[src/rtl/card_pkg.sv]
// Shared constants for the card shoe: rank encodings, per-deck counts and FSM state codes,
// plus the Galois tap-mask helper used by card_lfsr.
package card_pkg;

  localparam logic [3:0] RANK_ACE       = 4'd1;
  localparam logic [3:0] RANK_TEN       = 4'd10;
  localparam int         NUM_RANKS      = 10;
  localparam int         CARDS_PER_RANK = 4;
  localparam int         TENS_PER_DECK  = 16;
  localparam int         CARDS_PER_DECK = 52;

  typedef logic [2:0] state_t;

  localparam state_t S_IDLE   = 3'd0;
  localparam state_t S_FILL   = 3'd1;
  localparam state_t S_SAMPLE = 3'd2;
  localparam state_t S_WALK   = 3'd3;
  localparam state_t S_OUT    = 3'd4;

  // Galois tap masks; widths without a table entry still keep the MSB tap so zero is never reached.
  function automatic logic [63:0] lfsr_taps(input int w);
    case (w)
      8:       lfsr_taps = 64'h0000_0000_0000_00B8;
      16:      lfsr_taps = 64'h0000_0000_0000_B400;
      24:      lfsr_taps = 64'h0000_0000_00E1_0000;
      32:      lfsr_taps = 64'h0000_0000_8020_0003;
      default: lfsr_taps = (64'd1 << (w - 1)) | 64'd1;
    endcase
  endfunction

endpackage

[src/rtl/card_lfsr.sv]
// Free-running Galois LFSR with a synchronous load; a zero load value falls back to SEED.
module card_lfsr
  import card_pkg::*;
#(
  parameter int           W    = 16,
  parameter logic [W-1:0] SEED = {{(W-1){1'b0}}, 1'b1}
) (
  input  logic         clk,
  input  logic         rst_n,
  input  logic         load,
  input  logic [W-1:0] load_value,
  output logic [W-1:0] state
);

  localparam logic [W-1:0] TAPS = W'(lfsr_taps(W));

  logic [W-1:0] lfsr_r;
  logic [W-1:0] next_s;

  // One Galois step: shift right, fold the taps in when the bit shifted out is set.
  always_comb begin
    next_s = {1'b0, lfsr_r[W-1:1]};
    if (lfsr_r[0]) begin
      next_s = next_s ^ TAPS;
    end else begin
      next_s = next_s;
    end
  end

  // LFSR register: advances every cycle unless loaded.
  always_ff @(posedge clk or negedge rst_n) begin
    if (!rst_n) begin
      lfsr_r <= SEED;
    end else if (load) begin
      lfsr_r <= (load_value == '0) ? SEED : load_value;
    end else begin
      lfsr_r <= next_s;
    end
  end

  assign state = lfsr_r;

endmodule

[src/rtl/card_shoe.sv]
// Finite multi-deck shoe dealing without replacement over a request/valid handshake.
// Optional CARD_SHOE_SEED_EN adds seed_load/seed ports for reproducible deals.
module card_shoe
  import card_pkg::*;
#(
  parameter int                NUM_DECKS = 1,
  parameter int                CUT_CARDS = 26,
  parameter int                LFSR_W    = 16,
  parameter logic [LFSR_W-1:0] LFSR_SEED = 16'hACE1,
  localparam int               TOTAL     = CARDS_PER_DECK * NUM_DECKS,
  localparam int               CL_W      = $clog2(TOTAL + 1)
) (
  input  logic            clk,
  input  logic            rst_n,
  input  logic            draw_req,
  input  logic            shuffle_req,
`ifdef CARD_SHOE_SEED_EN
  input  logic            seed_load,
  input  logic [LFSR_W-1:0] seed,
`endif
  output logic            ready,
  output logic            card_valid,
  output logic [3:0]      card_value,
  output logic [CL_W-1:0] cards_left,
  output logic            low_shoe,
  output logic            reshuffled
);

  localparam int IDX_W = $clog2(TOTAL);
  localparam int CW    = IDX_W + 1;
  localparam int CNT_W = $clog2(TENS_PER_DECK * NUM_DECKS + 1);

  localparam logic [CNT_W-1:0] FULL_LOW  = CNT_W'(CARDS_PER_RANK * NUM_DECKS);
  localparam logic [CNT_W-1:0] FULL_TEN  = CNT_W'(TENS_PER_DECK * NUM_DECKS);
  localparam logic [CL_W-1:0]  FULL_LEFT = CL_W'(TOTAL);
  localparam logic [CL_W-1:0]  CUT_V     = CL_W'(CUT_CARDS);

  state_t           state_r;
  logic             pend_r;
  logic [CW-1:0]    cand_r;
  logic [CW-1:0]    acc_r;
  logic [3:0]       rank_r;
  logic [CNT_W-1:0] cnt_r [NUM_RANKS];

  logic [LFSR_W-1:0] lfsr_s;
  logic              seed_take_s;
  logic [LFSR_W-1:0] seed_val_s;
  logic [CW-1:0]     cand_s;
  logic [CW-1:0]     left_ext_s;
  logic [CNT_W-1:0]  cnt_sel_s;
  logic              hit_s;
  logic              unused_lfsr_s;

`ifdef CARD_SHOE_SEED_EN
  assign seed_take_s = seed_load && (state_r == S_IDLE);
  assign seed_val_s  = seed;
`else
  assign seed_take_s = 1'b0;
  assign seed_val_s  = '0;
`endif

  card_lfsr #(.W(LFSR_W), .SEED(LFSR_SEED)) u_lfsr (
    .clk        (clk),
    .rst_n      (rst_n),
    .load       (seed_take_s),
    .load_value (seed_val_s),
    .state      (lfsr_s)
  );

  assign cand_s        = CW'(lfsr_s[IDX_W-1:0]);
  assign left_ext_s    = CW'(cards_left);
  assign cnt_sel_s     = cnt_r[rank_r - 4'd1];
  assign unused_lfsr_s = ^lfsr_s;
  assign low_shoe      = (cards_left < CUT_V);

  // Walk hit test; rank 10 closes the interval so the walk can never run off the end.
  always_comb begin
    if ((cand_r < (acc_r + CW'(cnt_sel_s))) || (rank_r == RANK_TEN)) begin
      hit_s = 1'b1;
    end else begin
      hit_s = 1'b0;
    end
  end

  // Shoe FSM, rank counters and registered handshake outputs.
  always_ff @(posedge clk or negedge rst_n) begin
    if (!rst_n) begin
      state_r    <= S_IDLE;
      pend_r     <= 1'b0;
      cand_r     <= '0;
      acc_r      <= '0;
      rank_r     <= RANK_ACE;
      cards_left <= FULL_LEFT;
      ready      <= 1'b1;
      card_valid <= 1'b0;
      card_value <= 4'd0;
      reshuffled <= 1'b0;
      for (int i = 0; i < NUM_RANKS; i++) begin
        cnt_r[i] <= (i == NUM_RANKS - 1) ? FULL_TEN : FULL_LOW;
      end
    end else begin
      card_valid <= 1'b0;
      reshuffled <= 1'b0;
      case (state_r)
        S_IDLE: begin
          if (seed_take_s) begin
            state_r <= S_IDLE;
          end else if (shuffle_req) begin
            state_r <= S_FILL;
            pend_r  <= 1'b0;
            ready   <= 1'b0;
          end else if (draw_req) begin
            state_r <= (cards_left == '0) ? S_FILL : S_SAMPLE;
            pend_r  <= (cards_left == '0);
            ready   <= 1'b0;
          end
        end
        S_FILL: begin
          for (int i = 0; i < NUM_RANKS; i++) begin
            cnt_r[i] <= (i == NUM_RANKS - 1) ? FULL_TEN : FULL_LOW;
          end
          cards_left <= FULL_LEFT;
          reshuffled <= 1'b1;
          pend_r     <= 1'b0;
          state_r    <= pend_r ? S_SAMPLE : S_IDLE;
          ready      <= !pend_r;
        end
        S_SAMPLE: begin
          if (cand_s < left_ext_s) begin
            cand_r  <= cand_s;
            acc_r   <= '0;
            rank_r  <= RANK_ACE;
            state_r <= S_WALK;
          end
        end
        S_WALK: begin
          if (hit_s) begin
            state_r <= S_OUT;
          end else begin
            acc_r  <= acc_r + CW'(cnt_sel_s);
            rank_r <= rank_r + 4'd1;
          end
        end
        S_OUT: begin
          cnt_r[rank_r - 4'd1] <= cnt_sel_s - CNT_W'(1);
          cards_left           <= cards_left - CL_W'(1);
          card_value           <= rank_r;
          card_valid           <= 1'b1;
          state_r              <= S_IDLE;
          ready                <= 1'b1;
        end
        default: begin
          state_r <= S_IDLE;
          ready   <= 1'b1;
        end
      endcase
    end
  end

endmodule

[config.mk]
export PLATFORM = sky130hd
export DESIGN_NAME = card_shoe
export DESIGN_NICKNAME = d
export VERILOG_FILES = /design/src/rtl/card_pkg.sv /design/src/rtl/card_lfsr.sv /design/src/rtl/card_shoe.sv
export SDC_FILE = /design/constraint.sdc
export NUM_CORES = 1
export LEC_CHECK = 0
export CAP_MARGIN = 0
export CORE_MARGIN = 2
export CORE_UTILIZATION = 60
export DETAILED_ROUTE_END_ITERATION = 8
export GPL_ROUTABILITY_DRIVEN = 1
export PLACE_DENSITY = 0.76
export REMOVE_ABC_BUFFERS = 1
export SKIP_LAST_GASP = 1
export SLEW_MARGIN = 20
export SYNTH_ARGS = -nofsm -noshare
export SYNTH_HDL_FRONTEND = slang
export SYNTH_SLANG_ARGS = --single-unit
[constraint.sdc]
create_clock -name clk -period 14.8 [get_ports clk]
set_input_delay 4.44 -clock clk [delete_from_list [all_inputs] [get_ports clk]]
set_output_delay 4.44 -clock clk [all_outputs]
set_load 0.02 [all_outputs]
==> reports/qor.csv, run 1 <==
stage;metric;value;unit
status;outcome;finished clean;
synth;synth_xor_area_share;2.771;%
synth;ys_ff_latch;100;
grt;grt_pass1_vias;3598;
clock_network;clock_latency;0.37;ns
sta;tns;0;ns
sta;drv_slew;0;
power;p_comb_share;50.3;%
clock_network;cts_inserted_buffers;9;
critical_path;start_kind;register;
floorplanning;dieArea;0.009336;mm²
grt;grt_usage;24.33;%
cells_and_area;n_fill_cell;654;
sta;fin_crit;6.254;ns
sta;hold_viol;0;
routing;drc_errors;0;
routing;post_drt_via_cell_ratio;6.219;
sta;maxSlewHeadroom;44.94;%
synth;synth_edf_count;0;
clock_network;cts_max_level;3;
critical_path;cp.arrival;1.81;ns
power;sw_frac_of_total;46.65;%
placed_design;port_buffers;17;
cells_and_area;drive_above_1_share;20.04;%
grt;antenna_found_initial;0;
power;power.density;194.5;mW/mm²
critical_path;timing.rr.end;acc_r[4];
grt;grt_max_degree;69;
synth;synth_area_per_cell;10.88;µm²
sta;tightest_slew;0.8259;ns
power;ir_drop;0.1131;mV
critical_path;worstRegToRegCells;19;
cells_and_area;antennaDiodeCount;0;
routing;firstDrtPassIters;5;
clock_network;post_cts_buffers;0;
critical_path;critPathMaxFanout;4;
synth;yosys_warnings;0;
sta;skew;0.01321;ns
floorplanning;rows;33;
floorplanning;ios;18;
power;p_clk_share;15.7;%
power;p_seq_share;34.0;%
job;drv_cap;0;
power;intPower;576.2;µW
grt;grt-ovfl-total;0;
critical_path;r2r_slack;8.73;ns
floorplanning;die_h;96.63;µm
synth;synth_area;0.005147;mm²
floorplanning;die_w;96.63;µm
sta;hold_slack;0.3544;ns
synth;synthTopCellsByArea;dfrtp_1, dfstp_2, ha_1;
placed_design;dpl_worst_slack;8.772;ns
floorplanning;start_util;62.33;%
synth;seq_area_frac_synth;49.17;%
synth;synth_cells;473;
critical_path;rr_startpoint;rank_r[0];
clock_network;cts_tree;yes;
clock_network;clk_path_buf_depth;2;
critical_path;crit_path_end_kind;output port;
synth;async_flop_share;100.0;%
clock_network;cts_resized;0;
placed_design;gp_congestion;0.8827;
synth;synth.most_common_cell;dfrtp_1;
clock_network;clkTransAtPathRegs;0.11;ns
sta;min_period_over_period;42.26;%
routing;drt-wirelength-per-cell;18.41;µm
clock_network;ctsHoldBuffers;0;
synth;synth_top_area_share;37.43;%
routing;vias;3694;
grt;grt_pass1_wl;18.33;mm
sta;rsz0062_at_grt;false;
placed_design;dp_hpwl;7.667;mm
critical_path;crit_required;10.36;ns
clock_network;clock-sinks;100;
hold_path;hp-class;register to register;
synth;synth_top_family_by_area;compound AO/OA/AOI/OAI gates;
synth;synth-simple-area-share;13.68;%
hold_path;hp-start;u_lfsr.state[7];
hold_path;holdPathStages;0;
synth;muxShareOfSynthArea;8.410;%
cells_and_area;fin_nets;515;
routing;finalWirelength;10.94;mm
cells_and_area;areaGrowthSynthToFinish;7.851;%
synth;synth-main-ff-cell;dfrtp_1;
hold_path;hold_end;u_lfsr.state[6];
routing;drtIter0Drc;241;
sta;setup_viol;0;
power;p_switching;503.8;µW
floorplanning;coreArea;0.008258;mm²
clock_network;cts-root-buf;clkbuf_8;
synth;synth_common_cells;dfrtp_1, nand3_1, o21ai_0;
synth;synth-compound-area-share;15.51;%
routing;ant_nets;0;
power;leakagePower;2.488;nW
sta;postLayoutSetupSlackWorst;8.546;ns
synth;synthDominantAreaCellType;dfrtp_1;
synth;synth-adder-area-share;6.709;%
critical_path;path_class;register to output port;
sta;timing.fmax;0.1599;GHz
synth;ys_types;67;
[routing by layer]
metal | up-vias | track usage [%] | routed length, µm
li1 | 1734 | - | -
met1 | 1861 | 35.25 | 5022
met2 | 91 | 38.35 | 5392
met3 | 8 | 4.552 | 415
met4 | 0 | 6.067 | 109
met5 | - | 0 | 0
[worst max path at each step]
stage / startpoint / endpoint / slack, ns / depth (start not counted)
final: cards_left[1] / low_shoe / 8.55 / 4
after global routing: rank_r[0] / acc_r[2] / 8.32 / 18
after CTS: cards_left[1] / low_shoe / 8.52 / 4
after detailed placement: rank_r[0] / acc_r[4] / 8.77 / 18
after global placement: draw_req / state_r[1] / 8.93 / 5
after floorplan: cards_left[1] / low_shoe / 9.31 / 3
[power groups by stage]
stage               Sequential, mW  Combinational [mW]  Clock (mW)
floorplan                    0.372               0.379           0
global placement             0.371               0.531           0
detailed placement           0.373               0.539           0
CTS                          0.368               0.542       0.174
global route                 0.375               0.586       0.185
finish                       0.367               0.543       0.170
[cell type report]
type,count,area (µm²),area share [%]
repair buffers,19,182.7,3.291
well taps,105,131.4,2.366
multi-input cells,330,2424,43.66
inverters,24,90.09,1.623
flip-flops and latches,100,2531,45.59
clock buffers,9,123.9,2.231
clock inverters,7,68.82,1.240
[metrics by stage]
step           power, mW  util, %  std cells  instance area (µm²)
2_1_floorplan     0.7506        -        454                 5045
3_3_place_gp      0.9024    64.89        578                 5359
3_5_place_dp      0.9119    64.89        578                 5359
4_1_cts            1.083    67.23        594                 5552
5_1_grt            1.145    67.23        594                 5552
6_report           1.080    67.23        594                 5552
[worst max-delay path, stage by stage (launching register included)]
cell and delay (ns):
dfrtp_1 0.41, inv_1 0.13, nand2_1 0.09, a31oi_1 0.18, clkdlybuf4s50_1 0.63
[registers in the layout, summed over array words and instances (netlist names)]
name and cells:
acc_r 7, cand_r 6, card_value 4, rank_r 4, card_valid 1, pend_r 1, reshuffled 1, cnt_r 50
u_lfsr.state 16, ready 1, state_r 3, cards_left 6
[placed cells by master, fill, tap and decap left out, types with 3 or more instances in the layout]
cell             instances
xnor2_1                  3
a41oi_1                  3
mux4_2                  10
mux2i_1                  5
nand2b_1                 3
dfstp_2                 23
nor2_1                  22
dfrtp_1                 77
o21ai_0                 50
nand4_1                  4
ha_1                    26
buf_4                    3
inv_1                   21
clkbuf_8                 9
nand2_1                 26
a31oi_1                  6
o21ai_2                 12
a21oi_1                 15
nand3_1                 50
nor3_1                   7
o21ai_1                 13
mux2_2                  14
xor2_1                   7
a21o_1                   5
clkdlybuf4s50_1         16
[kinds of logic after synthesis]
| group | Yosys count |
|---|---|
| and+or+nand+nor | 135 |
| AOI/OAI and AO/OA | 127 |
| DFF | 100 |
| buffers and inverters | 43 |
| muxes | 29 |
| adders and majority gates | 27 |
| xor gates and xnor gates | 12 |
No activity file was read; power rests on OpenSTA's default activity.
==> run 2, diff against run 1 <==
==> constraint.sdc (replaced) <==
create_clock -name clk -period 5.8 [get_ports clk]
set_input_delay 1.74 -clock clk [delete_from_list [all_inputs] [get_ports clk]]
set_output_delay 1.74 -clock clk [all_outputs]
set_load 0.02 [all_outputs]
==> reports/qor.csv, run 2 (synthesis results as in run 1) <==
stage;metric;value;unit;change
status;outcome;finished clean;;unchanged
clock_network;cts_resized;0;;unchanged
placed_design;dp_hpwl;7.621;mm;was 7.667 mm
routing;drtIter0Drc;227;;was 241
power;power.density;498.9;mW/mm²;was 194.5 mW/mm²
clock_network;post_cts_buffers;0;;unchanged
routing;firstDrtPassIters;5;;unchanged
power;p_seq_share;32.4;%;was 34.0%
placed_design;gp_congestion;0.9034;;was 0.8827
power;p_comb_share;52.1;%;was 50.3%
power;leakagePower;2.489;nW;was 2.488 nW
critical_path;crit_path_end_kind;register;;was output port
routing;ant_nets;0;;unchanged
sta;setup_viol;0;;unchanged
clock_network;cts_max_level;3;;unchanged
placed_design;port_buffers;17;;unchanged
cells_and_area;fin_nets;517;;was 515
clock_network;cts_inserted_buffers;9;;unchanged
cells_and_area;areaGrowthSynthToFinish;7.973;%;was 7.851%
sta;hold_viol;0;;unchanged
routing;vias;3698;;was 3694
power;p_clk_share;15.5;%;was 15.7%
cells_and_area;final_common_cell;dfrtp_1;;unchanged
power;sw_frac_of_total;46.83;%;was 46.65%
grt;grt_pass1_vias;3693;;was 3598
power;p_switching;1.298;mW;was 503.8 µW
cells_and_area;multiInputGateArea;0.002426;mm²;was 0.002424 mm²
sta;drv_slew;0;;unchanged
clock_network;ctsHoldBuffers;0;;unchanged
grt;grt_max_degree;61;;was 69
power;intPower;1.474;mW;was 576.2 µW
hold_path;hp-class;register to register;;unchanged
sta;tightest_slew;0.7144;ns;was 0.8259 ns
floorplanning;die_h;96.63;µm;unchanged
floorplanning;rows;33;;unchanged
sta;fin_crit;5.229;ns;
cells_and_area;drive_above_1_share;20.57;%;was 20.04%
grt;grt_pass1_wl;18.75;mm;was 18.33 mm
clock_network;cts-root-buf;clkbuf_8;;unchanged
cells_and_area;n_fill_cell;624;;was 654
clock_network;clk_path_buf_depth;2;;unchanged
floorplanning;start_util;62.33;%;unchanged
critical_path;critPathMaxFanout;14;;was 4
grt;grt_usage;25.06;%;was 24.33%
routing;finalWirelength;10.91;mm;was 10.94 mm
routing;drt-wirelength-per-cell;18.30;µm;was 18.41 µm
clock_network;cts_tree;yes;;unchanged
cells_and_area;final_cell_mix;dfrtp_1, o21ai_0, nand3_1, nand2_1, ha_1;;unchanged
cells_and_area;regMostFlops;cnt_r;;unchanged
routing;drc_errors;0;;unchanged
sta;timing.fmax;0.1912;GHz;
critical_path;cp.arrival;5.49;ns;was 1.81 ns
job;drv_cap;0;;unchanged
floorplanning;die_w;96.63;µm;unchanged
sta;maxSlewHeadroom;52.37;%;was 44.94%
sta;rsz0062_at_grt;false;;unchanged
floorplanning;dieArea;0.009336;mm²;unchanged
sta;skew;0.01372;ns;was 0.01321 ns
grt;grt-ovfl-total;0;;unchanged
sta;hold_slack;0.3524;ns;was 0.3544 ns
sta;tns;0;ns;unchanged
clock_network;clkTransAtPathRegs;0.11;ns;about the same
critical_path;start_kind;register;;unchanged
grt;antenna_found_initial;0;;unchanged
critical_path;crit_required;6.06;ns;was 10.36 ns
routing;post_drt_via_cell_ratio;6.205;;was 6.219
sta;min_period_over_period;90.16;%;
floorplanning;coreArea;0.008258;mm²;unchanged
clock_network;clock_latency;0.38;ns;was 0.37 ns
clock_network;clock-sinks;100;;unchanged
power;ir_drop;0.3408;mV;was 0.1131 mV
floorplanning;ios;18;;unchanged
cells_and_area;ff_latch_area;0.002531;mm²;unchanged
critical_path;path_class;register to register;;was register to output port
cells_and_area;antennaDiodeCount;0;;unchanged
cells_and_area;largest_register_ffs;50;;unchanged
-- run 2: per-layer routing --
| layer | vias up | part of all wire [%] | GRT usage, % |
|---|---|---|---|
| li1 | 1742 | - | - |
| met1 | 1839 | 47 | 36.84 |
| met2 | 106 | 47 | 38.41 |
| met3 | 11 | 4.8 | 4.841 |
| met4 | 0 | 1.1 | 7.042 |
| met5 | - | 0 | 0 |
-- run 2: stage by stage --
| stage | cell area, µm² | power, mW | worst slack [ns] | util (%) | instances |
|---|---|---|---|---|---|
| after floorplan | 5045 | 1.915 | 0.7427 | - | 454 |
| after global placement | 5374 | 2.312 | 0.6854 | 65.08 | 580 |
| after detailed placement | 5374 | 2.340 | 0.4611 | 65.08 | 580 |
| after CTS | 5555 | 2.770 | 0.4500 | 67.27 | 596 |
| after global routing | 5558 | 2.972 | 0.09892 | 67.30 | 596 |
| final | 5558 | 2.773 | 0.5708 | 67.30 | 596 |
-- run 2: critical path: stages (launching register included) --
cell	delay [ns]
dfrtp_1	0.58
inv_1	0.18
ha_2	0.59
mux4_2	0.35
inv_1	0.08
o22ai_2	0.11
or2_2	0.36
ha_1	0.28
a21o_1	0.17
a21oi_1	0.23
o21bai_1	0.10
a21oi_1	0.28
xor2_1	0.12
ha_1	0.31
nand3_1	0.07
o21ai_0	0.21
nand4_1	0.38
nand2_2	0.34
mux2_2	0.36
-- run 2: path summary, 6_finish.rpt --
| path | from | end | slack, ns | cells after the start |
|---|---|---|---|---|
| worst max-delay path | rank_r[1] | acc_r[2] | 0.57 | 18 |
| worst min-delay path | u_lfsr.state[6] | u_lfsr.state[5] | 0.35 | 0 |
| worst max register to register | rank_r[1] | acc_r[2] | 0.57 | 18 |
| worst min register to register | u_lfsr.state[6] | u_lfsr.state[5] | 0.35 | 0 |
| max in group asynchronous | rst_n | card_value[1] | 3.35 | 2 |
| min in group asynchronous | rst_n | pend_r | 1.34 | 1 |
-- run 2: cell type report --
cell class / count / area share [%]
clock inverters: 7 / 1.036
repair buffers: 21 / 3.557
clock buffers: 9 / 2.229
inverters: 24 / 1.621
multi-input cells: 330 / 43.65
well taps: 105 / 2.364
flip-flops and latches: 100 / 45.54
-- run 2: power by group through the flow --
stage	combinational, mW	clock, mW	sequential [mW]
after global placement	1.41	0	0.906
after detailed placement	1.43	0	0.912
after floorplan	0.966	0	0.949
final	1.44	0.429	0.899
after CTS	1.43	0.438	0.898
after global routing	1.59	0.469	0.914
==> run 3, diff against run 2 <==
--- a/config.mk
+++ b/config.mk
@@ -11,7 +11,6 @@
 export DETAILED_ROUTE_END_ITERATION = 8
 export GPL_ROUTABILITY_DRIVEN = 1
 export PLACE_DENSITY = 0.76
-export REMOVE_ABC_BUFFERS = 1
 export SKIP_LAST_GASP = 1
 export SLEW_MARGIN = 20
 export SYNTH_ARGS = -nofsm -noshare
==> reports/qor.csv, run 3 (synthesis results as in run 1) <==
stage;metric;value;unit;change
floorplanning;rows;33;;unchanged
floorplanning;die_h;96.63;µm;unchanged
sta;min_period_over_period;92.48;%;was 90.16%
critical_path;critPathMaxFanout;14;;unchanged
sta;setup_viol;0;;unchanged
grt;grt_pass1_vias;3743;;was 3693
placed_design;dp_hpwl;7.668;mm;was 7.621 mm
power;ir_drop;0.3157;mV;was 0.3408 mV
sta;skew;0.01540;ns;was 0.01372 ns
synth;syn_nets;504;;
sta;rsz0062_at_grt;false;;unchanged
cells_and_area;areaGrowthSynthToFinish;8.289;%;was 7.973%
critical_path;crit_required;6.06;ns;about the same
clock_network;cts_tree;yes;;unchanged
cells_and_area;drive_above_1_share;20.20;%;was 20.57%
sta;hold_viol;0;;unchanged
clock_network;post_cts_buffers;0;;unchanged
routing;drt-wirelength-per-cell;18.45;µm;was 18.30 µm
cells_and_area;post-route-util;67.50;%;was 67.30%
grt;grt_usage;25.30;%;was 25.06%
floorplanning;start_util;62.33;%;unchanged
cells_and_area;antennaDiodeCount;0;;unchanged
routing;ant_nets;0;;unchanged
routing;drc_errors;0;;unchanged
status;outcome;finished clean;;unchanged
placed_design;gp_congestion;0.8928;;was 0.9034
cells_and_area;final_cell_mix;dfrtp_1, o21ai_0, nand3_1, nand2_1, ha_1;;unchanged
routing;vias;3722;;was 3698
critical_path;worstRegToRegCells;17;;was 18
power;leakagePower;2.496;nW;was 2.489 nW
critical_path;crit_path_end_kind;register;;unchanged
sta;tightest_slew;0.8147;ns;was 0.7144 ns
critical_path;path_class;register to register;;unchanged
clock_network;clk_path_buf_depth;2;;unchanged
cells_and_area;largest_register_ffs;50;;unchanged
routing;firstDrtPassIters;5;;unchanged
cells_and_area;final_common_cell;dfrtp_1;;unchanged
cells_and_area;fin_nets;516;;was 517
floorplanning;ios;18;;unchanged
critical_path;rr_startpoint;rank_r[1];;unchanged
floorplanning;coreArea;0.008258;mm²;unchanged
job;drv_cap;0;;unchanged
placed_design;dpl_worst_slack;0.4320;ns;was 0.4611 ns
routing;drtIter0Drc;317;;was 227
critical_path;cp.arrival;5.63;ns;was 5.49 ns
sta;timing.fmax;0.1864;GHz;was 0.1912 GHz
grt;grt_pass1_wl;19.07;mm;was 18.75 mm
placed_design;port_buffers;17;;unchanged
power;power.density;502.1;mW/mm²;was 498.9 mW/mm²
floorplanning;die_w;96.63;µm;unchanged
clock_network;clock_latency;0.38;ns;about the same
critical_path;timing.rr.end;acc_r[4];;was acc_r[2]
clock_network;ctsHoldBuffers;0;;unchanged
hold_path;hp-class;register to register;;unchanged
sta;fin_crit;5.364;ns;was 5.229 ns
sta;tns;0;ns;unchanged
grt;grt-ovfl-total;0;;unchanged
clock_network;clock-sinks;100;;unchanged
clock_network;clkTransAtPathRegs;0.11;ns;about the same
clock_network;cts-root-buf;clkbuf_8;;unchanged
clock_network;cts_inserted_buffers;9;;unchanged
routing;finalWirelength;10.98;mm;was 10.91 mm
sta;drv_slew;0;;unchanged
critical_path;crit_end;acc_r[4];;was acc_r[2]
critical_path;setup.worst_path.start;rank_r[1];;unchanged
critical_path;r2r_slack;0.44;ns;was 0.57 ns
sta;postLayoutSetupSlackWorst;0.4360;ns;was 0.5708 ns
routing;post_drt_via_cell_ratio;6.255;;was 6.205
critical_path;start_kind;register;;unchanged
hold_path;hp-start;u_lfsr.state[6];;unchanged
grt;antenna_found_initial;0;;unchanged
sta;maxSlewHeadroom;45.69;%;was 52.37%
floorplanning;dieArea;0.009336;mm²;unchanged
grt;grt_max_degree;68;;was 61
clock_network;cts_max_level;3;;unchanged
cells_and_area;regMostFlops;cnt_r;;unchanged
run 3: changes by cell type in the layout (fill, tap and decap cells not counted):
cell | previous run | this run
buf_4 | 5 | 4
clkinvlp_4 | 2 | 1
bufinv_16 | 0 | 1
inv_6 | 3 | 1
inv_8 | 1 | 2
clkinv_4 | 0 | 1
clkbuf_1 | 0 | 1
clkinv_2 | 1 | 0
run 3: how the worst min path moves through the flow:
stage | cells past startpoint | slack (ns) | to
floorplan | 0 | 0.33 | u_lfsr.state[8]
global placement | 0 | 0.34 | u_lfsr.state[7]
detailed placement | 0 | 0.34 | u_lfsr.state[8]
CTS | 0 | 0.35 | u_lfsr.state[5]
global route | 0 | 0.36 | u_lfsr.state[5]
finish | 0 | 0.35 | u_lfsr.state[5]
run 3: repair_timing:
action / in CTS / in global routing
setup endpoints to repair: 0 / 3
endpoints found under the hold margin: 0 / 0
gates resized for setup: 0 / 1
run 3: final cells by class:
type	count	area, µm²
clock buffers	10	127.6
clock inverters	6	77.57
fillers	625	2684
inverters	24	90.09
multi-input cells	330	2426
flip-flops and latches	100	2531
well taps	105	131.4
repair buffers	20	190.2
run 3: worst max-delay path: stages (launching register included):
cell and delay, ns:
dfrtp_1 0.58, inv_1 0.20, ha_2 0.59, mux4_2 0.37
o21ai_1 0.09, and2_0 0.45, nand2_2 0.20, ha_1 0.32
a21oi_1 0.20, o21bai_1 0.10, a21oi_1 0.28, xor2_1 0.12
ha_1 0.31, nand3_1 0.07, o21ai_0 0.20, nand4_1 0.42
nand2_2 0.37, mux2_2 0.37
run 3: layer usage:
metal  track usage [%]  part of all wire, %  up-vias
met1             36.08                   45     1822
met3             4.263                  5.6       24
met2             40.06                   47      134
met5                 0                    0        -
li1                  -                    -     1742
met4             8.126                  2.4        0
run 3: where the power goes:
part	leakage [nW]	switching (mW)	internal (mW)
registers	1.30	0.0990	0.802
logic	1.09	0.929	0.506
clock network	0.101	0.255	0.208
run 3: metrics by stage:
stage	hold WS [ns]	cell area (µm²)	instances	total power [mW]
final	0.3494	5574	595	2.799
after global routing	0.3603	5574	595	2.974
after CTS	0.3505	5572	595	2.791
after detailed placement	0.3402	5366	579	2.320
after global placement	0.3387	5366	579	2.287
after floorplan	0.3312	5147	473	1.977
